`src/rtl/icache_ctrl.sv`:
```
// rtl/icache_ctrl.sv - direct-mapped read-only instruction cache between fetch and memory arbiter
// Hits answer combinationally; a miss is filled by the IDLE/LOAD FSM with fill-data forwarding.
module icache_ctrl #(
  parameter int IIDX_W = 4,
  parameter int ITAG_W = 26
) (
  input  logic        CLK,
  input  logic        nRST,
  input  logic        imemREN,
  input  logic [31:0] imemaddr,
  output logic [31:0] imemload,
  output logic        ihit,
  output logic        iREN,
  output logic [31:0] iaddr,
  input  logic [31:0] iload,
  input  logic        iwait,
  output logic [31:0] miss_cnt
);

  localparam int NFRAMES = 1 << IIDX_W;

  typedef enum logic {IDLE, LOAD} istate_t;

  typedef struct packed {
    logic              valid;
    logic [ITAG_W-1:0] tag;
    logic [31:0]       data;
  } icache_block;

  icache_block        frames [NFRAMES];
  istate_t            state;
  logic [31:0]        fill_addr;
  logic [31:0]        miss_q;
  logic               iren_q;

  logic [IIDX_W-1:0]  lookup_idx;
  logic [ITAG_W-1:0]  lookup_tag;
  logic [IIDX_W-1:0]  fill_idx;
  logic [ITAG_W-1:0]  fill_tag;
  logic               lookup_hit;
  logic               fill_done;

  assign lookup_idx = imemaddr[IIDX_W+1:2];
  assign lookup_tag = imemaddr[31:IIDX_W+2];
  assign fill_idx   = fill_addr[IIDX_W+1:2];
  assign fill_tag   = fill_addr[31:IIDX_W+2];

  assign lookup_hit = imemREN && frames[lookup_idx].valid &&
                      (frames[lookup_idx].tag == lookup_tag);
  assign fill_done  = (state == LOAD) && !iwait;

  assign iREN     = iren_q;
  assign iaddr    = fill_addr;
  assign miss_cnt = miss_q;

  // During LOAD only the exact fill address may be forwarded, and only on the data cycle.
  always_comb begin
    ihit     = 1'b0;
    imemload = 32'h0;
    if (state == IDLE) begin
      if (lookup_hit) begin
        ihit     = 1'b1;
        imemload = frames[lookup_idx].data;
      end
    end else if (fill_done && imemREN && (imemaddr == fill_addr)) begin
      ihit     = 1'b1;
      imemload = iload;
    end
  end

  always_ff @(posedge CLK or negedge nRST) begin
    if (!nRST) begin
      for (int i = 0; i < NFRAMES; i++) begin
        frames[i] <= '0;
      end
      state     <= IDLE;
      fill_addr <= 32'h0;
      miss_q    <= 32'h0;
      iren_q    <= 1'b0;
    end else begin
      case (state)
        IDLE: begin
          if (imemREN && !lookup_hit) begin
            fill_addr <= imemaddr;
            iren_q    <= 1'b1;
            state     <= LOAD;
          end
        end
        LOAD: begin
          // The arbiter has no cancel, so the fill always completes and installs.
          if (!iwait) begin
            frames[fill_idx] <= '{valid: 1'b1, tag: fill_tag, data: iload};
            miss_q           <= miss_q + 32'd1;
            iren_q           <= 1'b0;
            state            <= IDLE;
          end
        end
        default: state <= IDLE;
      endcase
    end
  end

endmodule

```
`config.mk`:
```
export PLATFORM = sky130hd
export DESIGN_NAME = icache_ctrl
export DESIGN_NICKNAME = d
export VERILOG_FILES = /design/src/rtl/icache_ctrl.sv
export SDC_FILE = /design/constraint.sdc
export NUM_CORES = 1
export LEC_CHECK = 0
export BUFFER_PORTS_ARGS = -buffer_cell sky130_fd_sc_hd__buf_2
export CORE_UTILIZATION = 56
export DETAILED_ROUTE_END_ITERATION = 8
export PLACE_DENSITY = 0.76
export SETUP_SLACK_MARGIN = 0.2
export SLEW_MARGIN = 20
export SYNTH_ARGS = -nofsm -noshare
export SYNTH_HDL_FRONTEND = slang
export SYNTH_SLANG_ARGS = --single-unit
```
`constraint.sdc`:
```
create_clock -name CLK -period 3.8 [get_ports CLK]
set_clock_uncertainty 0.2 [all_clocks]
set_input_delay 0.57 -clock CLK [delete_from_list [all_inputs] [get_ports CLK]]
set_output_delay 0.57 -clock CLK [all_outputs]
set_load 0.03 [all_outputs]
```
After elaboration in Yosys (flattened, before gate mapping)

Cells that the tools add are included.

Memories: 0
Latch bits: 0
Memory bits (writable): 0
Logic and storage cells: 94
Memory bits (read-only): 0
Flip-flop bits (word level): 1010

$add $sub $neg: 1
Reductions and logical operators: 12
Div/mod/pow operators: 0
$mul: 0
Order comparisons: 3
Eq/ne operators: 4
Bitwise operators: 4
Shifts and indexed selects: 0
Mux-type cells: 18

Operator list:

| cell                  | count |
|---|---|
| $bwmux 944            | 1 |
| $bmux 59 s4           | 1 |
| $demux 59 s4          | 1 |
| $mux 59               | 3 |
| $mux 32               | 3 |
| $add 32x1->32 const B | 1 |
| $eq 32x32->1          | 1 |
| $eq 26x26->1          | 1 |
| $ge 5x5->1 const B    | 2 |
| $not 4->5             | 2 |
| $logic_and 1x1->1     | 7 |
| $mux 1                | 7 |
| $reduce_and 2->1      | 3 |
| $lt 5x1->1 const B    | 1 |
| $pmux 1 s2            | 2 |
| $logic_not 1->1       | 2 |
| $ne 2x1->1 const B    | 1 |
| $ne 2x2->1 const B    | 1 |
| $not 1->1             | 2 |

Depth between registers and ports, before layout

Gate-level depths: netlist of run 1.

Depth after elaboration: 10
Depth in mapped cells: 14

Least setup slack after synthesis of run 1

OpenSTA, ideal clock, no wires.

Path type: input -> output
Start point: input imemaddr[4]
End point: output imemload[22]
Data required time: 3030 ps
Cell stages on the path: 12
Data arrival time: 3694 ps
Setup slack: -664 ps
Cell sequence: buf_4 -> buf_6 -> buf_2 -> buf_2 -> mux4_2 -> a221oi_1 -> xor2_1 -> nand4_1 -> nor4_4 -> nand4b_1 -> clkbuf_1 -> o21ai_0

Word-level cells in the longest chain between the ends: 8

RTL lines:

| what                                              | line       | RTL |
|---|---|---|
| start, declared                                   | 10         | `input logic [31:0] imemaddr,` |
| $not 4->5 (implied by the code)                   | 48, 49, 63 |  |
| $bmux 59 s4                                       | 48, 49, 63 |  |
| $mux 59 (implied by the code) (2 in a row)        | 63         | `imemload = frames[lookup_idx].data;` |
| $eq 26x26->1 or $logic_and 1x1->1 (tied branches) | 49, 48     |  |
| $logic_and 1x1->1                                 | 48         | `assign lookup_hit = imemREN && frames[lookup_idx].valid &&` |
| $mux 32                                           | 61         | `if (lookup_hit) begin` |
| $mux 32 *                                         | 60         | `if (state == IDLE) begin` |
| end, declared                                     | 11         | `output logic [31:0] imemload,` |

Every way passes the cells marked *; elsewhere a longest branch is shown, timed or not. The select of a mux whose other input is x is not followed.

Worst setup path in the final report of run 1

Start point: register frames[458] (netlist bit)
End point: output imemload[0]

Word-level cells in the longest chain between the ends: 7

RTL lines:

| what                            | line | RTL |
|---|---|---|
| start, declared                 | 30   | `icache_block frames [NFRAMES];` |
| start signal, assigned by index | 92   | `frames[fill_idx] <= '{valid: 1'b1, tag: fill_tag, data: iload};` |
| $bmux 59 s4                     | 49   | `(frames[lookup_idx].tag == lookup_tag);` |
| $mux 59 (2 in a row)            | -    |  |
| $eq 26x26->1                    | 49   |  |
| $logic_and 1x1->1               | 48   |  |
| $mux 32                         | 61   |  |
| $mux 32                         | 60   |  |

No other way between the ends. The select of a mux whose other input is x is not followed.

==> results of run 1 <==
-- routing by layer --
metal,vias up,routed length (um),track usage
li1,11390,-,-
met1,14750,49020,0.3933
met2,778,57740,0.4718
met3,278,7034,0.05937
met4,2,4824,0.1149
met5,-,12,0
-- layout make-up --
cell class                 count  area share
antenna                        1  0.00004655
clock buffer                 154     0.05714
clock inverter                36    0.008705
inverter                      41    0.002909
multi-input combinational   1660      0.3754
sequential                  1010      0.4701
tap                         1070     0.02490
timing repair buffer         383     0.06070
-- final timing paths --
check	startpoint	endpoint	slack, ps	depth (start not counted)
worst max-delay path	frames[458]$_DFFE_PN0P_	imemload[0]	-670	11
worst min-delay path	imemaddr[8]	iaddr[8]$_DFFE_PN0P_	20	2
worst max register to register	frames[289]$_DFFE_PN0P_	iaddr[0]$_DFFE_PN0P_	450	10
worst min register to register	frames[943]$_DFFE_PN0P_	frames[943]$_DFFE_PN0P_	260	1
max in group asynchronous	nRST	frames[783]$_DFFE_PN0P_	1870	3
min in group asynchronous	nRST	frames[287]$_DFFE_PN0P_	290	2
-- worst reg2reg max path, stage by stage, from the launching register on --
cell     delay [ps]
dfrtp_1         380
mux4_2          460
mux2i_1         190
xnor2_1         370
nor3_1          110
a21oi_1         400
nor4_4          110
buf_4           160
a31oi_4         270
buf_12          220
mux2_2          350
-- cell usage after synthesis (2+ instances only) --
master	count
mux2i_1	69
o21ai_0	40
buf_6	8
a22o_1	2
nand3_1	10
mux4_2	250
a31oi_1	4
buf_1	96
dfrtp_1	1010
nor4_1	8
and3_1	11
nor3_1	11
a2111oi_0	2
o21a_1	2
or2_2	6
a21oi_1	7
and4_1	2
nor2_1	21
mux2_2	936
xnor2_1	40
or3_1	2
clkbuf_1	125
o2111ai_1	4
nand2_1	77
o22ai_1	3
nor2b_1	9
a22oi_1	6
xor2_1	47
buf_4	12
nand2b_1	15
buf_2	29
inv_1	40
nor4_2	2
mux2_4	28
nand4_1	13
nor4_4	2
nand3b_1	3
a221oi_1	9
a21o_1	4
-- cells in the final DEF (no fill, tap or decap), types with 7 or more instances in the layout --
cell type	count
nand3_1	10
clkbuf_8	26
buf_2	128
a221oi_1	8
nand2_1	67
mux4_2	250
nor4_1	7
nand4_1	13
o21ai_0	7
clkinv_2	21
xor2_1	47
buf_12	41
bufinv_16	9
inv_1	38
mux2i_1	68
o21ai_4	29
dlygate4sd3_1	12
and3_1	11
buf_6	36
xnor2_1	39
a21oi_1	7
buf_4	162
nor2_1	20
nand2_4	9
nand2b_1	15
clkbuf_16	105
nor3_1	9
clkbuf_1	23
dfrtp_1	1010
mux2_4	28
mux2_2	936
-- power groups by stage --
stage	Combinational, W	Clock (W)	Sequential, W
floorplan	0.00725	0	0.0168
global placement	0.00916	0	0.0171
detailed placement	0.00962	0	0.0176
CTS	0.00972	0.0106	0.0174
global route	0.0104	0.0111	0.0179
finish	0.00966	0.0105	0.0174
-- timing repair --
item                                    CTS  global route
buffers inserted                          3             0
hold buffers                             12             0
endpoints found under the hold margin    82             0
pin swaps                                 3             0
gates cloned                              0             0
endpoints found under the setup margin   33            33
resized for setup                        75             6
-- registers in the layout, indices dropped and copies added (netlist names) --
signal and cells:
frames 944, iREN 1, iaddr 32, miss_cnt 32, state 1
-- kinds of logic after synthesis --
logic type	Yosys count	share of synthesized area
multiplexers	1283	0.3735
AND/OR/NAND/NOR	198	0.02228
buffers and inverters	311	0.02829
adder cells (fa/ha/maj)	1	0.0002704
XOR/XNOR	87	0.01647
AO/OA/AOI/OAI	91	0.01295
flip-flops	1010	0.5462
-- metrics by stage --
| step | util | instances |
|---|---|---|
| 2_1_floorplan | - | 2981 |
| 3_3_place_gp | 0.6076 | 4149 |
| 3_5_place_dp | 0.6076 | 4149 |
| 4_1_cts | 0.6555 | 4354 |
| 5_1_grt | 0.6558 | 4355 |
| 6_report | 0.6558 | 4355 |
==> flow_summary.yaml, run 1 <==
status:
  status: "complete, but fails checks"
  violations: "negative setup slack"
power_and_ir_drop:
  power.switching_w: 0.01038
  power_w: 0.03757
  power_frac_seq: 0.464
  peakVddDrop_mv: 0.4187
  p_comb_frac: 0.257
  p_int_w: 0.02719
  power_frac_clock: 0.279
  p_per_area_nw_per_um2: 698.8
  sw_frac_of_total: 0.2763
  p_leak_nw: 24.81
drt:
  wl_um: 118600
  drt_pass1_iterations: 5
  wl_per_cell_um: 27.24
  drtIter0Drc: 2038
  post-route-drc-count: 0
  vias: 27190
  ant_nets: 0
  viasPerCell: 6.244
global_route:
  grt_max_degree: 110
  grt_pass1_vias: 30000
  antenna_found_initial: 3
  grt_pass1_wl_um: 183300
  grt_overflow_total: 0
  grt_use_total: 0.2929
timing:
  finalSetupViolations: 33
  rsz0062_at_grt: "yes"
  hold_slack_ps: 24.17
  hold_viol: 0
  setup_ws_ps: -665.5
  period_minus_slack_ps: 4465
  tightest_slew_ps: 925.2
  tns_ps: -20890
  max_freq_ghz: 0.2239
  fin_crit_sh: 1.175
  slew_headroom: 0.3832
  final_max_slew_viol_count: 0
min_path:
  min_path_type: "primary input to register"
clock_network:
  numCtsBuffers: 103
  cts.path.max_buffers: 3
  cts_tree: "yes"
  cts_sinks: 1010
  cts_root_buffer: "clkbuf_16"
  clk_pin_slew_ps: 60
  clk_latency_ps: 690
  cts_htree_levels: 3
worst_setup_path:
  cpMostUsedCell: "buf_12"
  critPathTopFamily: "simple AND/OR/NAND/NOR gates"
  critPathBufInv: 4
  cp_max_fo: 9
  required_ps: 3030
  crit_arrival_ps: 3700
  end_kind: "primary output"
  slowest_delay_ps: 530
  crit_path_cell_trace: "mux4_2 > inv_2 > a2111oi_0 > a221oi_1 > or4b_4 > nor4_4 > nand4b_1 > buf_12 > buf_12 > o21ai_2 > buf_6"
  cp_slowest_cell: "or4b_4"
  critPathKind: "register to primary output"
  start_kind: "register"
layout:
  fillers: 5640
  drive_gt1_frac: 0.5542
  areaGrowthSynthToFinish_pct: 16.18
  multi_input_area_um2: 20180
  final_area_um2: 53760
  fin_nets: 3268
  regArea_um2: 25270
logic_synthesis:
  synthTopCellsByArea: "dfrtp_1 55%, mux2_2 23%, mux4_2 12%"
  synth_top_area_cell: "dfrtp_1"
  syn-num-nets: 3050
  synth-seq-cells: 1010
  ys_async_sr_fraction: 1.000
  synth_edf_count: 0
  synth_cell_type_count: 55
  synth_area_um2: 46270
  yosysSeqAreaShare: 0.5462
  synth_cells: 2981
  netlist.area_leader.share: 0.5462
  synth.avg_cell_area_um2: 15.52
  ys_warn_count: 0
  synth_ff_type: "dfrtp_1"
placed_design:
  preCtsSetupSlack_ps: -867.5
  place_area_um2: 49810
  dpl.hpwl_um: 72270
  globalplace.congestion: 0.8366
  numPortBuffers: 165
flow_run:
  maxCapViolCount: 0
die:
  ios: 166
  num_rows: 105
  dieArea_um2: 83780
  core_um2: 81980
  start_util: 0.5644
  die_h_um: 289.4
  dieWidth_um: 289.4
Note: power is estimated with default switching activity, not from simulation.
==> run 2, diff against run 1 <==
--- a/config.mk
+++ b/config.mk
@@ -9,7 +9,7 @@
 export CORE_UTILIZATION = 56
 export DETAILED_ROUTE_END_ITERATION = 8
 export PLACE_DENSITY = 0.76
-export SETUP_SLACK_MARGIN = 0.2
+export SETUP_SLACK_MARGIN = 0.02
 export SLEW_MARGIN = 20
 export SYNTH_ARGS = -nofsm -noshare
 export SYNTH_HDL_FRONTEND = slang
==> flow_summary.yaml, run 2 (synthesis results as in run 1) <==
status:
  status: "complete, but fails checks"
  violations: "negative setup slack"
timing:
  tightest_slew_ps: 925.5
  fin_crit_sh: 1.179
  final_max_slew_viol_count: 0
  hold_viol: 0
  max_freq_ghz: 0.2232
  setup_ws_ps: -679.3
  slew_headroom: 0.3830
  finalSetupViolations: 33
  rsz0062_at_grt: "yes"
  period_minus_slack_ps: 4479
  tns_ps: -21330
  hold_slack_ps: 23.90
placed_design:
  globalplace.congestion: 0.8366
  dpl.hpwl_um: 72270
  place_area_um2: 49810
  numPortBuffers: 165
worst_setup_path:
  crit_arrival_ps: 3710
  r2r-start: "frames[289]$_DFFE_PN0P_"
  cp_max_fo: 9
  ff2ff_setup_slack_ps: 460
  start_kind: "register"
  reg2reg_to: "iaddr[0]$_DFFE_PN0P_"
  required_ps: 3030
  r2r_cells: 10
  end_kind: "primary output"
  startpoint: "frames[399]$_DFFE_PN0P_"
  critPathKind: "register to primary output"
clock_network:
  cts.path.max_buffers: 3
  cts_root_buffer: "clkbuf_16"
  clk_pin_slew_ps: 60
  cts_htree_levels: 3
  clk_latency_ps: 690
  numCtsBuffers: 103
  cts_sinks: 1010
  cts_tree: "yes"
power_and_ir_drop:
  p_per_area_nw_per_um2: 698.7
  power_w: 0.03756
  peakVddDrop_mv: 0.4184
  p_leak_nw: 24.81
die:
  ios: 166
  dieWidth_um: 289.4
  start_util: 0.5644
  dieArea_um2: 83780
  die_h_um: 289.4
  core_um2: 81980
  num_rows: 105
layout:
  fin_nets: 3268
  drive_gt1_frac: 0.5542
  final_area_um2: 53760
  max_flop_register: "frames"
  finish.utilization: 0.6558
  final_common_cell: "dfrtp_1"
  fillers: 5641
  layout_common_cells: "1010 x dfrtp_1, 936 x mux2_2, 250 x mux4_2"
  largest_register_ffs: 944
  areaGrowthSynthToFinish_pct: 16.18
drt:
  ant_nets: 0
  post-route-drc-count: 0
  wl_um: 118500
  wl_per_cell_um: 27.21
  vias: 27210
  viasPerCell: 6.248
  drt_pass1_iterations: 5
  drtIter0Drc: 1965
global_route:
  antenna_found_initial: 3
  grt_overflow_total: 0
  grt_max_degree: 110
  grt_use_total: 0.2929
  grt_pass1_wl_um: 183300
  grt_pass1_vias: 29980
min_path:
  holdPathStages: 2
  hold_end: "iaddr[8]$_DFFE_PN0P_"
  min_path_type: "primary input to register"
  min-delay-start: "imemaddr[8]"
flow_run:
  maxCapViolCount: 0
[run 2: cell counts in the layout (fill, tap and decap cells not counted)]
Identical to the previous run, type by type.
[run 2: per-stage QoR]
stage | std cells | setup WS (ps)
global route | 4355 | -746.4
floorplan | 2981 | -300.6
global placement | 4149 | -797.5
finish | 4355 | -679.3
detailed placement | 4149 | -867.5
CTS | 4354 | -654.3
[run 2: power breakdown]
part | total (W) | leakage, nW | internal (W) | switching, W
Clock | 0.0105 | 1.76 | 0.00620 | 0.00428
Combinational | 0.00966 | 10.0 | 0.00586 | 0.00380
Sequential | 0.0174 | 13.0 | 0.0151 | 0.00230
[run 2: area by class of cell]
| type | count | area (um2) | share of cell area |
|---|---|---|---|
| flip-flops and latches | 1010 | 25270 | 0.4701 |
| multi-input cells | 1660 | 20180 | 0.3754 |
| repair buffers | 383 | 3263 | 0.06070 |
| clock buffers | 154 | 3072 | 0.05714 |
| well taps | 1070 | 1339 | 0.02490 |
| clock inverters | 36 | 467.9 | 0.008705 |
| inverters | 41 | 156.4 | 0.002909 |
| diodes | 1 | 2.502 | 0.00004655 |
[run 2: worst max path at each step]
stage                               to  slack (ps)  cells after the start
after floorplan           imemload[10]        -300                     11
after global placement    imemload[25]        -800                     11
after detailed placement  imemload[29]        -870                     11
after CTS                  imemload[1]        -650                     11
after global routing       imemload[1]        -750                     11
final                      imemload[0]        -680                     11
[run 2: critical path, stage by stage, from the launching register on]
cell and delay (ps):
dfrtp_1 410, mux4_2 480, inv_2 90, a2111oi_0 90, a221oi_1 320, or4b_4 530, nor4_4 200, nand4b_1 210
buf_12 220, buf_12 160, o21ai_2 150, buf_6 150
[run 2: layer usage]
layer  vias to the layer above  part of all wire  routed length (um)  global-route usage
met2                       817              0.49               57560              0.4718
li1                      11390                 -                   -                   -
met1                     14730              0.41               48790              0.3933
met3                       279             0.062                7320             0.05937
met5                         -           0.00010                  12                   0
met4                         2             0.041                4838              0.1146
[run 2: what timing repair did]
action	in CTS	in global routing
buffers inserted	3	0
endpoints found under the hold margin	82	0
pin swaps	3	0
endpoints found under the setup margin	33	33
cloned	0	0
resized for setup	75	6
hold buffers	12	0
==> run 3, diff against run 2 <==
--- a/config.mk
+++ b/config.mk
@@ -9,6 +9,7 @@
 export CORE_UTILIZATION = 56
 export DETAILED_ROUTE_END_ITERATION = 8
 export PLACE_DENSITY = 0.76
+export RECOVER_POWER = 100
 export SETUP_SLACK_MARGIN = 0.02
 export SLEW_MARGIN = 20
 export SYNTH_ARGS = -nofsm -noshare
==> flow_summary.yaml, run 3 (synthesis results as in run 1) <==
drt:
  drtIter0Drc: 2021
  vias: 27250
  wl_um: 118700
  ant_nets: 0
  post-route-drc-count: 0
  viasPerCell: 6.258
  wl_per_cell_um: 27.26
  drt_pass1_iterations: 5
layout:
  drive_gt1_frac: 0.5274
  fillers: 5759
  fin_nets: 3268
  max_flop_register: "frames"
  final_common_cell: "dfrtp_1"
  stdcell_count: 4355
  largest_register_ffs: 944
  layout_common_cells: "1010 x dfrtp_1, 936 x mux2_2, 250 x mux4_2"
  areaGrowthSynthToFinish_pct: 15.11
  final_area_um2: 53260
worst_setup_path:
  reg2reg_to: "iaddr[0]$_DFFE_PN0P_"
  cp_slowest_cell: "or4b_4"
  r2r_cells: 10
  crit_arrival_ps: 3700
  critPathBufInv: 4
  start_kind: "register"
  critPathTopFamily: "simple AND/OR/NAND/NOR gates"
  end_kind: "primary output"
  cpMostUsedCell: "buf_12"
  slowest_delay_ps: 530
  ff2ff_setup_slack_ps: -60
  required_ps: 3030
  cp_max_fo: 9
  r2r-start: "frames[289]$_DFFE_PN0P_"
  critPathKind: "register to primary output"
  crit_path_cell_trace: "mux4_2 > inv_2 > a2111oi_0 > a221oi_1 > or4b_4 > nor4_4 > nand4b_1 > buf_12 > buf_12 > o21ai_2 > buf_6"
die:
  die_h_um: 289.4
  start_util: 0.5644
  core_um2: 81980
  dieArea_um2: 83780
  ios: 166
  dieWidth_um: 289.4
  num_rows: 105
flow_run:
  maxCapViolCount: 10
global_route:
  grt_overflow_total: 0
  grt_pass1_vias: 29980
  grt_use_total: 0.2929
  grt_pass1_wl_um: 183300
  grt_max_degree: 110
  antenna_found_initial: 3
timing:
  hold_viol: 0
  max_freq_ghz: 0.2238
  slew_headroom: -0.7305
  rsz0062_at_grt: "yes"
  period_minus_slack_ps: 4468
  tns_ps: -21180
  setup_ws_ps: -668.5
  hold_slack_ps: 24.95
  final_max_slew_viol_count: 390
  tightest_slew_ps: 2596
  fin_crit_sh: 1.176
  finalSetupViolations: 44
min_path:
  hold_end: "iaddr[8]$_DFFE_PN0P_"
  min_path_type: "primary input to register"
  min-delay-start: "imemaddr[8]"
  holdPathStages: 2
clock_network:
  cts_htree_levels: 3
  cts_root_buffer: "clkbuf_16"
  cts_sinks: 1010
  numCtsBuffers: 103
  clk_latency_ps: 680
  cts_tree: "yes"
  cts.path.max_buffers: 3
  clk_pin_slew_ps: 60
placed_design:
  placed_cells_incl_taps: 4149
  place_area_um2: 49810
  dpl.hpwl_um: 72270
  globalplace.congestion: 0.8366
  numPortBuffers: 165
status:
  violations: "max-capacitance violations, max-slew violations, negative setup slack"
  status: "complete, but fails checks"
power_and_ir_drop:
  p_per_area_nw_per_um2: 703.9
  p_leak_nw: 24.40
  peakVddDrop_mv: 0.4179
-- run 3: cell count changes in the layout (fill, tap and decap cells not counted), sizes merged --
cell    previous run  this run
buf              371       248
clkbuf           154       277
-- run 3: worst max path at each step --
stage	startpoint	end	slack (ps)	depth (start not counted)
2_1_floorplan	imemaddr[2]	imemload[10]	-300	11
3_3_place_gp	imemaddr[3]	imemload[25]	-800	11
3_5_place_dp	imemaddr[3]	imemload[29]	-870	11
4_1_cts	frames[152]$_DFFE_PN0P_	imemload[1]	-650	11
5_1_grt	frames[921]$_DFFE_PN0P_	imemload[1]	-750	11
6_report	frames[458]$_DFFE_PN0P_	imemload[0]	-670	11
-- run 3: worst register-to-register path: cells and delay by family (launching register included) --
kind            cells  cell delay, ps
mux                 3            1050
compound gates      2             790
buf+inv             2             730
flops               1             380
xor+xnor            1             370
simple gates        2             220
-- run 3: final cells by class --
cell class / instances / area [um2] / share of cell area
Sequential cell: 1010 / 25270 / 0.4745
Multi-Input combinational cell: 1660 / 20130 / 0.3779
Clock buffer: 154 / 3072 / 0.05767
Timing Repair Buffer: 383 / 2819 / 0.05293
Tap cell: 1070 / 1339 / 0.02514
Clock inverter: 36 / 467.9 / 0.008786
Inverter: 41 / 156.4 / 0.002937
Antenna cell: 1 / 2.502 / 0.00004698
-- run 3: metal layers --
layer,up-vias,share of wire,GRT usage
met3,282,0.061,0.05937
met5,-,0.00010,0
met4,2,0.040,0.1146
li1,11400,-,-
met1,14730,0.41,0.3933
met2,843,0.49,0.4718
-- run 3: power by group --
part / switching (W) / internal [W]
combinational: 0.00379 / 0.00579
clock: 0.00428 / 0.00620
sequential: 0.00230 / 0.0151
-- run 3: per-stage QoR --
stage | util | power [W] | setup WS (ps)
floorplan | - | 0.02408 | -300.6
global placement | 0.6076 | 0.02625 | -797.5
finish | 0.6497 | 0.03749 | -668.5
detailed placement | 0.6076 | 0.02719 | -867.5
global route | 0.6497 | 0.03930 | -746.4
CTS | 0.6555 | 0.03775 | -654.3
-- run 3: repair_timing --
action	in CTS	in global routing
pin swaps	3	0
cloned	0	0
resized for setup	75	6
buffers inserted	3	0
endpoints found under the hold margin	82	0
hold buffers	12	0
endpoints found under the setup margin	33	33
